## src/rtl/pbox_param_if.sv

```systemverilog
// ---------------------------------------------------------------------------
// pbox_param_if : bus bundle for the parametrised predication box.
//   Parameters NUM_STATUS and DEPTH must match the attached pbox_param.
//   master modport : drives EN_I, STATUS_I, CONTEXT_I; observes the outputs.
//   slave modport  : the pbox_param side.
//   Signals:
//     EN_I          global enable; 0 holds all state
//     STATUS_I      comparator status bits
//     CONTEXT_I     per-cycle context word (CTX_W bits)
//     REG_O         regfile[RADDR_OUT]
//     COMB_O        combinational predicate selected by OUT_SEL
//     STACK_FULL_O  snapshot stack full
//     STACK_EMPTY_O snapshot stack empty
//     ERR_O         sticky stack over/underflow
// ---------------------------------------------------------------------------
interface pbox_param_if #(
  parameter int NUM_STATUS = 4,
  parameter int DEPTH      = 8
);
  localparam int SW    = (NUM_STATUS > 1) ? $clog2(NUM_STATUS) : 1;
  localparam int AW    = (DEPTH > 1) ? $clog2(DEPTH) : 1;
  localparam int CTX_W = 10 + SW + 4 * AW;

  logic                  EN_I;
  logic [NUM_STATUS-1:0] STATUS_I;
  logic [CTX_W-1:0]      CONTEXT_I;
  logic                  REG_O;
  logic                  COMB_O;
  logic                  STACK_FULL_O;
  logic                  STACK_EMPTY_O;
  logic                  ERR_O;

  modport master (
    output EN_I, STATUS_I, CONTEXT_I,
    input  REG_O, COMB_O, STACK_FULL_O, STACK_EMPTY_O, ERR_O
  );

  modport slave (
    input  EN_I, STATUS_I, CONTEXT_I,
    output REG_O, COMB_O, STACK_FULL_O, STACK_EMPTY_O, ERR_O
  );
endinterface

```

## src/rtl/pbox_param.sv

```systemverilog
// ---------------------------------------------------------------------------
// pbox_param : parametrised predication box for a CGRA PE.
//   Selects one status bit, combines it (port A) or its inverse (port B) with
//   a stored predicate, and writes the results into a DEPTH-entry predicate
//   register file. Optional snapshot stack for nested if-conversion is built
//   only when the macro PBOX_STACK_EN is defined.
// Ports:
//   CLK_I    clock, all state on rising edge
//   RST_N_I  asynchronous reset, active low
//   bus      pbox_param_if.slave (EN_I, STATUS_I, CONTEXT_I in;
//            REG_O, COMB_O, STACK_FULL_O, STACK_EMPTY_O, ERR_O out)
// Context word, LSB first:
//   WR_EN_A, WR_EN_B, STATUS_SEL[SW], WADDR_A[AW], WADDR_B[AW],
//   RADDR_COMB[AW], RADDR_OUT[AW], OP_A[2], OP_B[2], OUT_SEL[2], STACK_OP[2]
// ---------------------------------------------------------------------------
module pbox_param #(
  parameter int NUM_STATUS  = 4,
  parameter int DEPTH       = 8,
  parameter int STACK_DEPTH = 4
) (
  input  logic          CLK_I,
  input  logic          RST_N_I,
  pbox_param_if.slave   bus
);
  localparam int SW    = (NUM_STATUS > 1) ? $clog2(NUM_STATUS) : 1;
  localparam int AW    = (DEPTH > 1) ? $clog2(DEPTH) : 1;
  localparam int CTX_W = 10 + SW + 4 * AW;

  // Field offsets inside the context word
  localparam int O_SEL  = 2;
  localparam int O_WA   = O_SEL + SW;
  localparam int O_WB   = O_WA + AW;
  localparam int O_RC   = O_WB + AW;
  localparam int O_RO   = O_RC + AW;
  localparam int O_OPA  = O_RO + AW;
  localparam int O_OPB  = O_OPA + 2;
  localparam int O_OSEL = O_OPB + 2;
  localparam int O_SOP  = O_OSEL + 2;

  typedef enum logic [1:0] {OP_BYP = 2'd0, OP_AND = 2'd1, OP_OR = 2'd2, OP_XOR = 2'd3} op_e;
  typedef enum logic [1:0] {SEL_INA = 2'd0, SEL_INB = 2'd1, SEL_REG = 2'd2, SEL_C = 2'd3} osel_e;

  function automatic logic apply_op(input logic [1:0] op, input logic x, input logic c);
    case (op_e'(op))
      OP_BYP:  apply_op = x;
      OP_AND:  apply_op = x & c;
      OP_OR:   apply_op = x | c;
      default: apply_op = x ^ c;
    endcase
  endfunction

  // Out-of-range read addresses return 0.
  function automatic logic rf_read(input logic [DEPTH-1:0] rf, input logic [AW-1:0] addr);
    rf_read = (int'(addr) < DEPTH) ? rf[addr] : 1'b0;
  endfunction

  // Context decode
  logic            wr_en_a, wr_en_b;
  logic [SW-1:0]   status_sel;
  logic [AW-1:0]   waddr_a, waddr_b, raddr_comb, raddr_out;
  logic [1:0]      op_a, op_b, out_sel;

  assign wr_en_a    = bus.CONTEXT_I[0];
  assign wr_en_b    = bus.CONTEXT_I[1];
  assign status_sel = bus.CONTEXT_I[O_SEL +: SW];
  assign waddr_a    = bus.CONTEXT_I[O_WA +: AW];
  assign waddr_b    = bus.CONTEXT_I[O_WB +: AW];
  assign raddr_comb = bus.CONTEXT_I[O_RC +: AW];
  assign raddr_out  = bus.CONTEXT_I[O_RO +: AW];
  assign op_a       = bus.CONTEXT_I[O_OPA +: 2];
  assign op_b       = bus.CONTEXT_I[O_OPB +: 2];
  assign out_sel    = bus.CONTEXT_I[O_OSEL +: 2];

  // Datapath
  logic [DEPTH-1:0] rf_q, rf_d, rf_base;
  logic             s, c, reg_out, in_a, in_b;

  assign s       = (int'(status_sel) < NUM_STATUS) ? bus.STATUS_I[status_sel] : 1'b0;
  assign c       = rf_read(rf_q, raddr_comb);
  assign reg_out = rf_read(rf_q, raddr_out);
  assign in_a    = apply_op(op_a, s, c);
  assign in_b    = apply_op(op_b, ~s, c);

  always_comb begin
    // NOTE: default first so every path assigns; a missing branch would infer a latch.
    bus.COMB_O = 1'b0;
    case (osel_e'(out_sel))
      SEL_INA: bus.COMB_O = in_a;
      SEL_INB: bus.COMB_O = in_b;
      SEL_REG: bus.COMB_O = reg_out;
      default: bus.COMB_O = c;
    endcase
  end

  assign bus.REG_O = reg_out;

`ifdef PBOX_STACK_EN
  localparam int PW = $clog2(STACK_DEPTH + 1);
  localparam int IW = (STACK_DEPTH > 1) ? $clog2(STACK_DEPTH) : 1;

  typedef enum logic [1:0] {ST_NOP = 2'd0, ST_PUSH = 2'd1, ST_POP = 2'd2, ST_RSV = 2'd3} stack_op_e;

  logic [DEPTH-1:0] stack_q [STACK_DEPTH];
  logic [PW-1:0]    sp_q, sp_d;
  logic             err_q, err_d;
  logic             full, empty, push_ok;
  logic [IW-1:0]    push_idx, top_idx;
  stack_op_e        stack_op;

  assign stack_op = stack_op_e'(bus.CONTEXT_I[O_SOP +: 2]);
  assign full     = (sp_q == PW'(STACK_DEPTH));
  assign empty    = (sp_q == '0);
  assign push_idx = IW'(sp_q);
  assign top_idx  = IW'(sp_q - 1'b1);

  // Stack effect on the regfile and pointer, before this cycle's writes.
  always_comb begin
    rf_base = rf_q;
    sp_d    = sp_q;
    err_d   = err_q;
    push_ok = 1'b0;
    case (stack_op)
      ST_PUSH: begin
        if (full) err_d = 1'b1;
        else begin
          push_ok = 1'b1;
          sp_d    = sp_q + 1'b1;
        end
      end
      ST_POP: begin
        if (empty) err_d = 1'b1;
        else begin
          rf_base = stack_q[top_idx];
          sp_d    = sp_q - 1'b1;
        end
      end
      default: ;
    endcase
  end

  always_ff @(posedge CLK_I or negedge RST_N_I) begin
    if (!RST_N_I) begin
      sp_q  <= '0;
      err_q <= 1'b0;
    end else if (bus.EN_I) begin
      sp_q  <= sp_d;
      err_q <= err_d;
    end
  end

  // NOTE: snapshot storage has no reset; entries are only read after being pushed.
  always_ff @(posedge CLK_I) begin
    if (bus.EN_I && push_ok) stack_q[push_idx] <= rf_q;
  end

  assign bus.STACK_FULL_O  = full;
  assign bus.STACK_EMPTY_O = empty;
  assign bus.ERR_O         = err_q;
`else
  assign rf_base           = rf_q;
  assign bus.STACK_FULL_O  = 1'b0;
  assign bus.STACK_EMPTY_O = 1'b1;
  assign bus.ERR_O         = 1'b0;
`endif

  // Port B applied first so port A overrides it on an address clash.
  always_comb begin
    rf_d = rf_base;
    if (wr_en_b && (int'(waddr_b) < DEPTH)) rf_d[waddr_b] = in_b;
    if (wr_en_a && (int'(waddr_a) < DEPTH)) rf_d[waddr_a] = in_a;
  end

  // NOTE: sequential state uses non-blocking assignments; combinational blocks use blocking.
  always_ff @(posedge CLK_I or negedge RST_N_I) begin
    if (!RST_N_I)       rf_q <= '0;
    else if (bus.EN_I)  rf_q <= rf_d;
  end
endmodule

```

## src/flat_wrapper.sv

```systemverilog
// flat-port wrapper written by rule: the top's interface ports become plain ports
module pbox_param_flat 
#(
  parameter int NUM_STATUS  = 4,
  parameter int DEPTH       = 8,
  parameter int STACK_DEPTH = 4
)
  (CLK_I, RST_N_I, bus_EN_I, bus_STATUS_I, bus_CONTEXT_I, bus_REG_O, bus_COMB_O, bus_STACK_FULL_O, bus_STACK_EMPTY_O, bus_ERR_O);
  pbox_param_if #(.NUM_STATUS(NUM_STATUS), .DEPTH(DEPTH)) bus_i ();
  input  logic CLK_I;
  input  logic RST_N_I;
  input wire logic [$bits(bus_i.EN_I)-1:0] bus_EN_I;
  input wire logic [$bits(bus_i.STATUS_I)-1:0] bus_STATUS_I;
  input wire logic [$bits(bus_i.CONTEXT_I)-1:0] bus_CONTEXT_I;
  output wire logic [$bits(bus_i.REG_O)-1:0] bus_REG_O;
  output wire logic [$bits(bus_i.COMB_O)-1:0] bus_COMB_O;
  output wire logic [$bits(bus_i.STACK_FULL_O)-1:0] bus_STACK_FULL_O;
  output wire logic [$bits(bus_i.STACK_EMPTY_O)-1:0] bus_STACK_EMPTY_O;
  output wire logic [$bits(bus_i.ERR_O)-1:0] bus_ERR_O;
  assign bus_i.EN_I = bus_EN_I;
  assign bus_i.STATUS_I = bus_STATUS_I;
  assign bus_i.CONTEXT_I = bus_CONTEXT_I;
  assign bus_REG_O = bus_i.REG_O;
  assign bus_COMB_O = bus_i.COMB_O;
  assign bus_STACK_FULL_O = bus_i.STACK_FULL_O;
  assign bus_STACK_EMPTY_O = bus_i.STACK_EMPTY_O;
  assign bus_ERR_O = bus_i.ERR_O;
  pbox_param #(.NUM_STATUS(NUM_STATUS), .DEPTH(DEPTH), .STACK_DEPTH(STACK_DEPTH)) u_core (.CLK_I(CLK_I), .RST_N_I(RST_N_I), .bus(bus_i));
endmodule
```

## config.mk

```make
export PLATFORM = sky130hd
export DESIGN_NAME = pbox_param_flat
export DESIGN_NICKNAME = d
export VERILOG_FILES = /design/src/rtl/pbox_param_if.sv /design/src/rtl/pbox_param.sv /design/src/flat_wrapper.sv
export SDC_FILE = /design/constraint.sdc
export NUM_CORES = 1
export LEC_CHECK = 0
export ABC_AREA = 1
export CAP_MARGIN = 0
export CORE_MARGIN = 2
export CORE_UTILIZATION = 50
export CTS_BUF_LIST = sky130_fd_sc_hd__clkbuf_4 sky130_fd_sc_hd__clkbuf_8 sky130_fd_sc_hd__clkbuf_16
export DETAILED_ROUTE_END_ITERATION = 8
export GPL_ROUTABILITY_DRIVEN = 0
export PLACE_DENSITY = 0.86
export SETUP_SLACK_MARGIN = 0.3
export SYNTH_ARGS = -nofsm -noshare
export SYNTH_HDL_FRONTEND = slang
export SYNTH_SLANG_ARGS = --single-unit
```

## constraint.sdc

```tcl
create_clock -name CLK_I -period 4.7 [get_ports CLK_I]
set_input_delay 0.94 -clock CLK_I [delete_from_list [all_inputs] [get_ports CLK_I]]
set_output_delay 0.94 -clock CLK_I [all_outputs]
set_load 0.01 [all_outputs]
```

* Yosys cells after proc, flatten, opt, wreduce, memory -nomap -nowiden
Index checks and enable logic that the tools add are counted.
Word-level totals: bits in registers 8, bits of input ports 31, output and inout port bits 5, logic and storage cells 43
Cells by class: magnitude comparators 7, equality and inequality tests 6, mux-type cells 17, bitwise gates (word level) 7, reduce and logical (&&, ||, !) cells 5
Operator list (count):
- 8-bit bitwise mux | 2
- 3-bit by 4-bit < comparator with 1-bit output, second input constant | 4
- 8-bit two-way mux | 2
- 1-bit case mux with 3 select lines | 3
- 1-bit binary-select mux with 3-bit select | 2
- 1-bit demux with 3-bit select | 2
- 2-bit by 1-bit equality test with 1-bit output, second input constant | 3
- 2-bit equality test, second input constant | 3
- 3-bit by 1-bit greater-or-equal comparator with 1-bit output, second input constant | 2
- 2-bit logical NOT | 3
- 1-bit two-way mux | 5
- 2-bit by 3-bit < comparator with 1-bit output, second input constant | 1
- 1-bit bitwise AND | 2
- 1-bit binary-select mux with 2-bit select | 1
- 1-bit logical AND | 2
- 1-bit bitwise OR | 2
- 1-bit bitwise XOR | 2
- 1-bit NOT | 1

* Longest topological paths before layout
Gate-level depths: netlist of the first run.
word-level depth 9, depth in mapped cells 15

* Least setup slack after synthesis of the first run
Ideal clock, no wire load.
path type input to output, start point input port bus_CONTEXT_I[10], end point output port bus_COMB_O, arrival 2100 ps, setup slack 1660 ps, cell stages on the path 9, buffers on the path 0, cells stage by stage o21ai_0 > nand2_1 > nand3b_1 > nand2_1 > ha_1 > nand3b_1 > nand3_4 > nand3_1 > nand4_1
On the way: word-level cells in the longest chain between the ends 5, elaborated cells between the ends (all ways) 11, classes of those cells mux (5); bitwise (6)
Ends and longest elaborated chain:
- start, declared | RTL line flat_wrapper.sv:14 | input wire logic [$bits(bus_i.CONTEXT_I)-1:0] bus_CONTEXT_I;
- 1-bit binary-select mux with 3-bit select * | RTL line pbox_param.sv:54 | rf_read = (int'(addr) < DEPTH) ? rf[addr] : 1'b0;
- 1-bit two-way mux (implied by the code) * | RTL line pbox_param.sv:54
- 1-bit bitwise XOR (tied with other cells) | RTL line pbox_param.sv:48 | default: apply_op = x ^ c;
- 1-bit case mux with 3 select lines | RTL line pbox_param.sv:44 | case (op_e'(op))
- 1-bit case mux with 3 select lines * | RTL line pbox_param.sv:87 | case (osel_e'(out_sel))
- end, declared | RTL line flat_wrapper.sv:16 | output wire logic [$bits(bus_i.COMB_O)-1:0] bus_COMB_O;
Mark *: on every way between the ends. The rest lies on a longest branch, timed or not. The select of a mux whose other input is x is not followed.

* Worst setup path in the final report of the first run
start point input port bus_CONTEXT_I[11], end point output port bus_COMB_O
Same word-level chain as after synthesis.

==> impl_metrics.csv, run 1 <==
group,metric,value,unit
clock_network,cts_tree,"yes",
finish,ant_diodes,0,
yosys,seq_area_frac_synth,0.181,
place,number_of_i_o_port_buffers,30,
clock_network,clk_path_buf_depth,2,
global_route,largest_net_degree_at_the_start_of_global_routing,10,
route,iteration_0_drc_markers,32,
yosys,synth_top_area_cell,"nand2_1",
power,switching_share,0.392,
route,drc,0,
run_status,status,"completed",
yosys,synth.ff_latch_count,8,
finish,largest_register_ff_count,8,
route,drtPass1Iterations,4,
clock_network,cts_made_buffers,3,
die,die_area,2610,um^2
die,die_height,51.1,um
timing,layout_worst_path_cycle_share,0.878,
yosys,mappedNetlistArea,1110,um^2
route,detail_route.wl_per_cell,10.1,um
yosys,ys_top_cells_by_count,"nand2_1, inv_1, nor2_1",
timing,final-setup-viol-count,0,
timing,final.setup_skew,4.41,ps
clock_network,clkSlewWorstSetupHoldPaths,50,ps
finish,layoutNonFillerInstCount,265,
yosys,commonest_register_cell_after_synthesis,"dfrtp_1",
route,viasPerCell,4.91,
power,power-per-cell-area,199,nW/um^2
yosys,synth_cell_types,21,
global_route,first_global_vias,1135,
die,initial_utilization,0.516,
clock_network,cts_max_level,1,
critical_path,setup.worst_path.end_class,"primary output",
power,internal_power,0.176,mW
yosys,synth-edff-count,0,
global_route,globalRouteOverflowTotal,0,
global_route,global_route.usage.total,0.226,
power,power_leakage,0.831,nW
timing,fmax,242,MHz
route,route.antenna.remaining_nets,0,
yosys,yosysTopAreaCellShare,0.271,
power,clock_power_share,0.183,
flow_run,max_cap_viol_count,0,
finish,syn2layout_area_growth,31.2,%
die,floorplan.die.width,51.1,um
timing,grt_setup_unrepaired,"false",
die,floorplan.rows,17,
timing,fin_tns_setup,0,ps
global_route,first_pass_grt_wire_length,4530,um
yosys,synth.top_cells.by_area,"nand2_1, dfrtp_1, inv_1",
power,power_frac_comb,0.480,
finish,final.fill_count,210,
place,dpl.cell_count,262,
power,ir_worst_vdd,0.130,mV
route,num_vias,1302,
timing,timing.final.hold_violations,0,
clock_network,clock_latency_on_the_worst_skew_pair,260,ps
critical_path,crit_arrival,3190,ps
critical_path,critical_path_required,3760,ps
timing,period_minus_slack,4130,ps
critical_path,cp_max_fo,9,
power,p_switching,0.114,mW
power,power.sequential.fraction,0.337,
critical_path,timing_worst_setup_path_type,"primary input to primary output",
worst_hold_path,worstHoldPathType,"flop to flop",
die,core,2150,um^2
die,io_pins,36,
yosys,post_synth.cell_area_avg,5.38,um^2
place,dp_hpwl,2190,um
critical_path,critical_path.startpoint_type,"primary input",
finish,fin_nets,274,
yosys,syn_inst,206,
yosys,async_flop_share,1.00,
clock_network,ctsRootBufferMaster,"clkbuf_4",
timing,slew_viol_final,0,
route,route.final.wire_length,2680,um
yosys,ys.warnings.count,0,
clock_network,cts.sink_count,8,
yosys,most_numerous_cell_in_the_yosys_netlist,"nand2_1",
global_route,antenna_found_initial,0,
finish,drive_above_1_share,0.0591,
clock_network,post_cts_buffers,0,
-- final cells by class --
class	instances	area, um^2	area share
inverter	37	139	0.0955
timing repair buffer	31	310	0.213
clock buffer	3	22.5	0.0155
tap	28	35.0	0.0241
multi-input combinational	158	747	0.514
sequential	8	200	0.138
-- layout by cell type (no fill, tap or decap) --
cell type,count
clkdlybuf4s50_1,29
a21oi_1,9
dfrtp_1,8
nor3_1,1
and2_1,1
inv_2,2
ha_1,4
clkinv_1,2
nand4_1,9
conb_1,3
o211ai_1,2
nand3_2,3
clkbuf_4,3
nand3_1,8
nand3_4,1
inv_1,33
nor2_1,24
nand2_1,80
nand3b_1,4
nand2_2,4
dlymetal6s2s_1,1
o21ai_0,5
buf_4,1
-- layer usage --
metal	vias to the layer above	wire (um)	GRT usage
met4	0	34	0.0811
met3	5	142	0.0205
met5	-	0	0
met2	44	1310	0.422
li1	692	-	-
met1	561	1200	0.266
-- path summary, 6_finish.rpt --
kind                                   startpoint                 to  slack, ps  depth (start not counted)
worst max-delay path            bus_CONTEXT_I[11]         bus_COMB_O        570                         11
worst min-delay path            u_core.rf_base[7]  u_core.rf_base[7]        490                          2
worst max register to register  u_core.rf_base[7]  u_core.rf_base[7]       2810                         15
worst min register to register  u_core.rf_base[7]  u_core.rf_base[7]        490                          2
max in group asynchronous                 RST_N_I  u_core.rf_base[5]       3500                          1
min in group asynchronous                 RST_N_I  u_core.rf_base[6]        950                          1
-- power by group through the flow --
stage	Combinational, mW	Clock, mW	Sequential, mW
2_1_floorplan	0.0879	0	0.0926
3_3_place_gp	0.136	0	0.0982
3_5_place_dp	0.139	0	0.0989
4_1_cts	0.140	0.0531	0.0978
5_1_grt	0.159	0.0571	0.0993
6_report	0.139	0.0530	0.0978
-- worst max-delay path, cell delays in order --
cell and delay (ps):
clkdlybuf4s50_1 460, a21oi_1 130, o21ai_0 90, nand3_1 90
nand2_1 100, ha_1 290, nand3b_1 210, nand3_4 170
nand3_1 80, nand4_1 80, clkdlybuf4s50_1 530
-- repair_timing --
item | CTS | global route
resized for setup | 0 | 1
hold buffers | 0 | 0
endpoints found under the setup margin | 0 | 1
-- logic make-up after synthesis --
family / after synthesis / synth area share
simple gates: 135 / 0.542
buf+inv: 41 / 0.149
fa+ha+maj: 4 / 0.0451
flops: 8 / 0.181
compound gates: 16 / 0.0767
other cells: 2 / 0.00677
-- through the flow --
stage	setup WS [ps]	util	hold slack (ps)	area [um^2]	power (mW)
floorplan	1660	-	449	1110	0.181
global placement	467	0.665	468	1430	0.235
detailed placement	436	0.665	479	1430	0.238
CTS	426	0.676	490	1450	0.291
global route	400	0.677	510	1450	0.315
finish	572	0.677	487	1450	0.290
No activity file was read; power rests on OpenSTA's default activity.
==> run 2, diff against run 1 <==
CAP_MARGIN = 40   (was 0)
GPL_ROUTABILITY_DRIVEN = default   (was 0)
==> results of run 2 <==
Same layout as run 1: the final DEF is identical, and so are final timing and power.
==> run 3, diff against run 2 <==
CAP_MARGIN = 20   (was 40)
CELL_PAD_IN_SITES_DETAIL_PLACEMENT = 1   (was default)
CELL_PAD_IN_SITES_GLOBAL_PLACEMENT = 2   (was default)
CORE_MARGIN = 4   (was 2)
CORE_UTILIZATION = 23   (was 50)
PLACE_DENSITY = default   (was 0.86)
PLACE_DENSITY_LB_ADDON = 0.1   (was default)
==> run 3 against run 2 <==
Net effect: critical path type unchanged; sequential share of layout area fell by 0.45 points; hold slack lost 1.1 ps; clock-buffer cell count did not move; via count increased by 2.1%; clock power grew 52%; final area up 3.4%; register-to-register slack worse by 130 ps; clock skew decreased by 2.1 ps; final cell count is 9.1% higher.
==> impl_metrics.csv, run 3 (synthesis results as in run 1) <==
group,metric,value,unit
clock_network,cts_made_buffers,3,
finish,layout_common_cells,"nand2_1, inv_1, clkdlybuf4s50_1",
timing,slew_viol_final,0,
clock_network,cts_max_level,1,
timing,holdWs,485,ps
finish,syn2layout_area_growth,35.6,%
timing,fmax,238,MHz
finish,fin_nets,274,
global_route,first_pass_grt_wire_length,6510,um
finish,ant_diodes,0,
clock_network,clkSlewWorstSetupHoldPaths,40,ps
die,core,4500,um^2
clock_network,cts.sink_count,8,
finish,largest_register_ff_count,8,
critical_path,cp_max_fo,9,
place,dp_hpwl,3210,um
clock_network,post_cts_hold_buffer_count,0,
route,detail_route.wl_per_cell,12.8,um
place,gp_congestion,0.753,
power,power_leakage,0.839,nW
place,place_ws,366,ps
critical_path,timing.critical_path.cells,"clkdlybuf4s50_1 > a21oi_1 > o21ai_0 > nand3_1 > nand2_1 > ha_1 > nand3b_1 > nand3_4 > nand3_1 > nand4_1 > clkdlybuf4s50_1",
die,io_pins,36,
critical_path,ff2ff_path_depth,15,
route,iteration_0_drc_markers,28,
timing,final.setup_skew,2.33,ps
die,die_area,5990,um^2
timing,grt_setup_unrepaired,"false",
finish,drive_above_1_share,0.0591,
route,viasPerCell,4.60,
critical_path,regToRegStartpoint,"u_core.rf_base[7]",
critical_path,critical_path.startpoint_type,"primary input",
critical_path,critical_path_required,3760,ps
worst_hold_path,worst_hold_path.num_cells,2,
critical_path,cp.depth,11,
clock_network,clock_latency_on_the_worst_skew_pair,230,ps
global_route,antenna_found_initial,0,
route,drc,0,
power,ir_worst_vdd,0.158,mV
global_route,grt_util_met3,0.0255,
critical_path,worst_path_max_delay_cell,"clkdlybuf4s50_1",
place,number_of_i_o_port_buffers,30,
global_route,global_route.usage.met2,0.250,
die,die_height,77.4,um
critical_path,timing_worst_setup_path_type,"primary input to primary output",
flow_run,max_cap_viol_count,0,
global_route,groute.layer.met1.usage,0.154,
worst_hold_path,worstHoldPathType,"flop to flop",
global_route,first_global_vias,1429,
global_route,global_route.usage.total,0.132,
die,floorplan.rows,24,
critical_path,cpLargestDelayFamily,"buffers and inverters",
power,total_power,0.326,mW
place,dpl-instance-area,1460,um^2
timing,layout_worst_path_cycle_share,0.894,
route,drtPass1Iterations,4,
critical_path,setup.worst_path.end_class,"primary output",
clock_network,cts_tree,"yes",
timing,final-setup-viol-count,0,
critical_path,setup.reg_to_reg.worst_slack,2680,ps
critical_path,maximum_single_stage_delay_on_the_critical_path,540,ps
route,route.final.wire_length,3710,um
worst_hold_path,launch_instance_of_the_worst_min_delay_path,"u_core.rf_base[7]",
timing,timing.final.hold_violations,0,
clock_network,clk_path_buf_depth,2,
timing,setup_slack,500,ps
worst_hold_path,timing.hold.worst_endpoint,"u_core.rf_base[7]",
route,route.antenna.remaining_nets,0,
route,num_vias,1329,
die,initial_utilization,0.246,
finish,final.fill_count,610,
timing,fin_tns_setup,0,ps
power,power-per-cell-area,217,nW/um^2
timing,period_minus_slack,4200,ps
global_route,global_route.peak_usage_layer,"met2",
finish,final_cell_area,1500,um^2
die,floorplan.die.width,77.4,um
clock_network,ctsRootBufferMaster,"clkbuf_8",
global_route,largest_net_degree_at_the_start_of_global_routing,10,
finish,layout_commonest_cell,"nand2_1",
run_status,status,"completed",
critical_path,crit_arrival,3260,ps
critical_path,cp.buffers_inverters,2,
critical_path,r2r_end,"u_core.rf_base[7]",
global_route,globalRouteOverflowTotal,0,
-- run 3: tightest hold or removal path, delay by kind of cell, from the launching register on --
family	cells	cell delay, ps
AND/OR/NAND/NOR	2	120
flip-flops	1	340
-- run 3: routing by layer --
layer | share of wire | wire length (um) | vias to the layer above
li1 | - | - | 693
met1 | 0.43 | 1600 | 613
met2 | 0.53 | 1980 | 21
met3 | 0.026 | 96 | 2
met4 | 0.0075 | 28 | 0
met5 | 0 | 0 | -
-- run 3: what timing repair did --
item	4_1_cts	5_1_grt
buffers inserted	0	0
resized for setup	0	1
endpoints found under the setup margin	0	1
-- run 3: where the power goes --
group / switching, mW / internal (mW)
sequential: 0.0171 / 0.0830
clock: 0.0255 / 0.0553
combinational: 0.0808 / 0.0644
total: 0.123 / 0.203
-- run 3: area by class of cell --
type	count	area (um^2)	share of cell area
multi-input combinational	158	747	0.497
timing repair buffer	31	310	0.206
sequential	8	200	0.133
inverter	37	139	0.0924
tap	52	65.1	0.0433
clock buffer	3	41.3	0.0275
-- run 3: worst max path at each step --
stage | startpoint | end | slack, ps
floorplan | bus_CONTEXT_I[10] | bus_COMB_O | 1660
global placement | bus_CONTEXT_I[10] | bus_COMB_O | 420
detailed placement | bus_CONTEXT_I[10] | bus_COMB_O | 370
CTS | bus_CONTEXT_I[10] | bus_COMB_O | 350
global route | bus_CONTEXT_I[11] | bus_COMB_O | 320
finish | bus_CONTEXT_I[11] | bus_COMB_O | 500
-- run 3: metrics by stage --
step                       util  cells
after floorplan               -    207
after global placement    0.324    286
after detailed placement  0.324    286
after CTS                 0.333    289
after global routing      0.334    289
final                     0.334    289
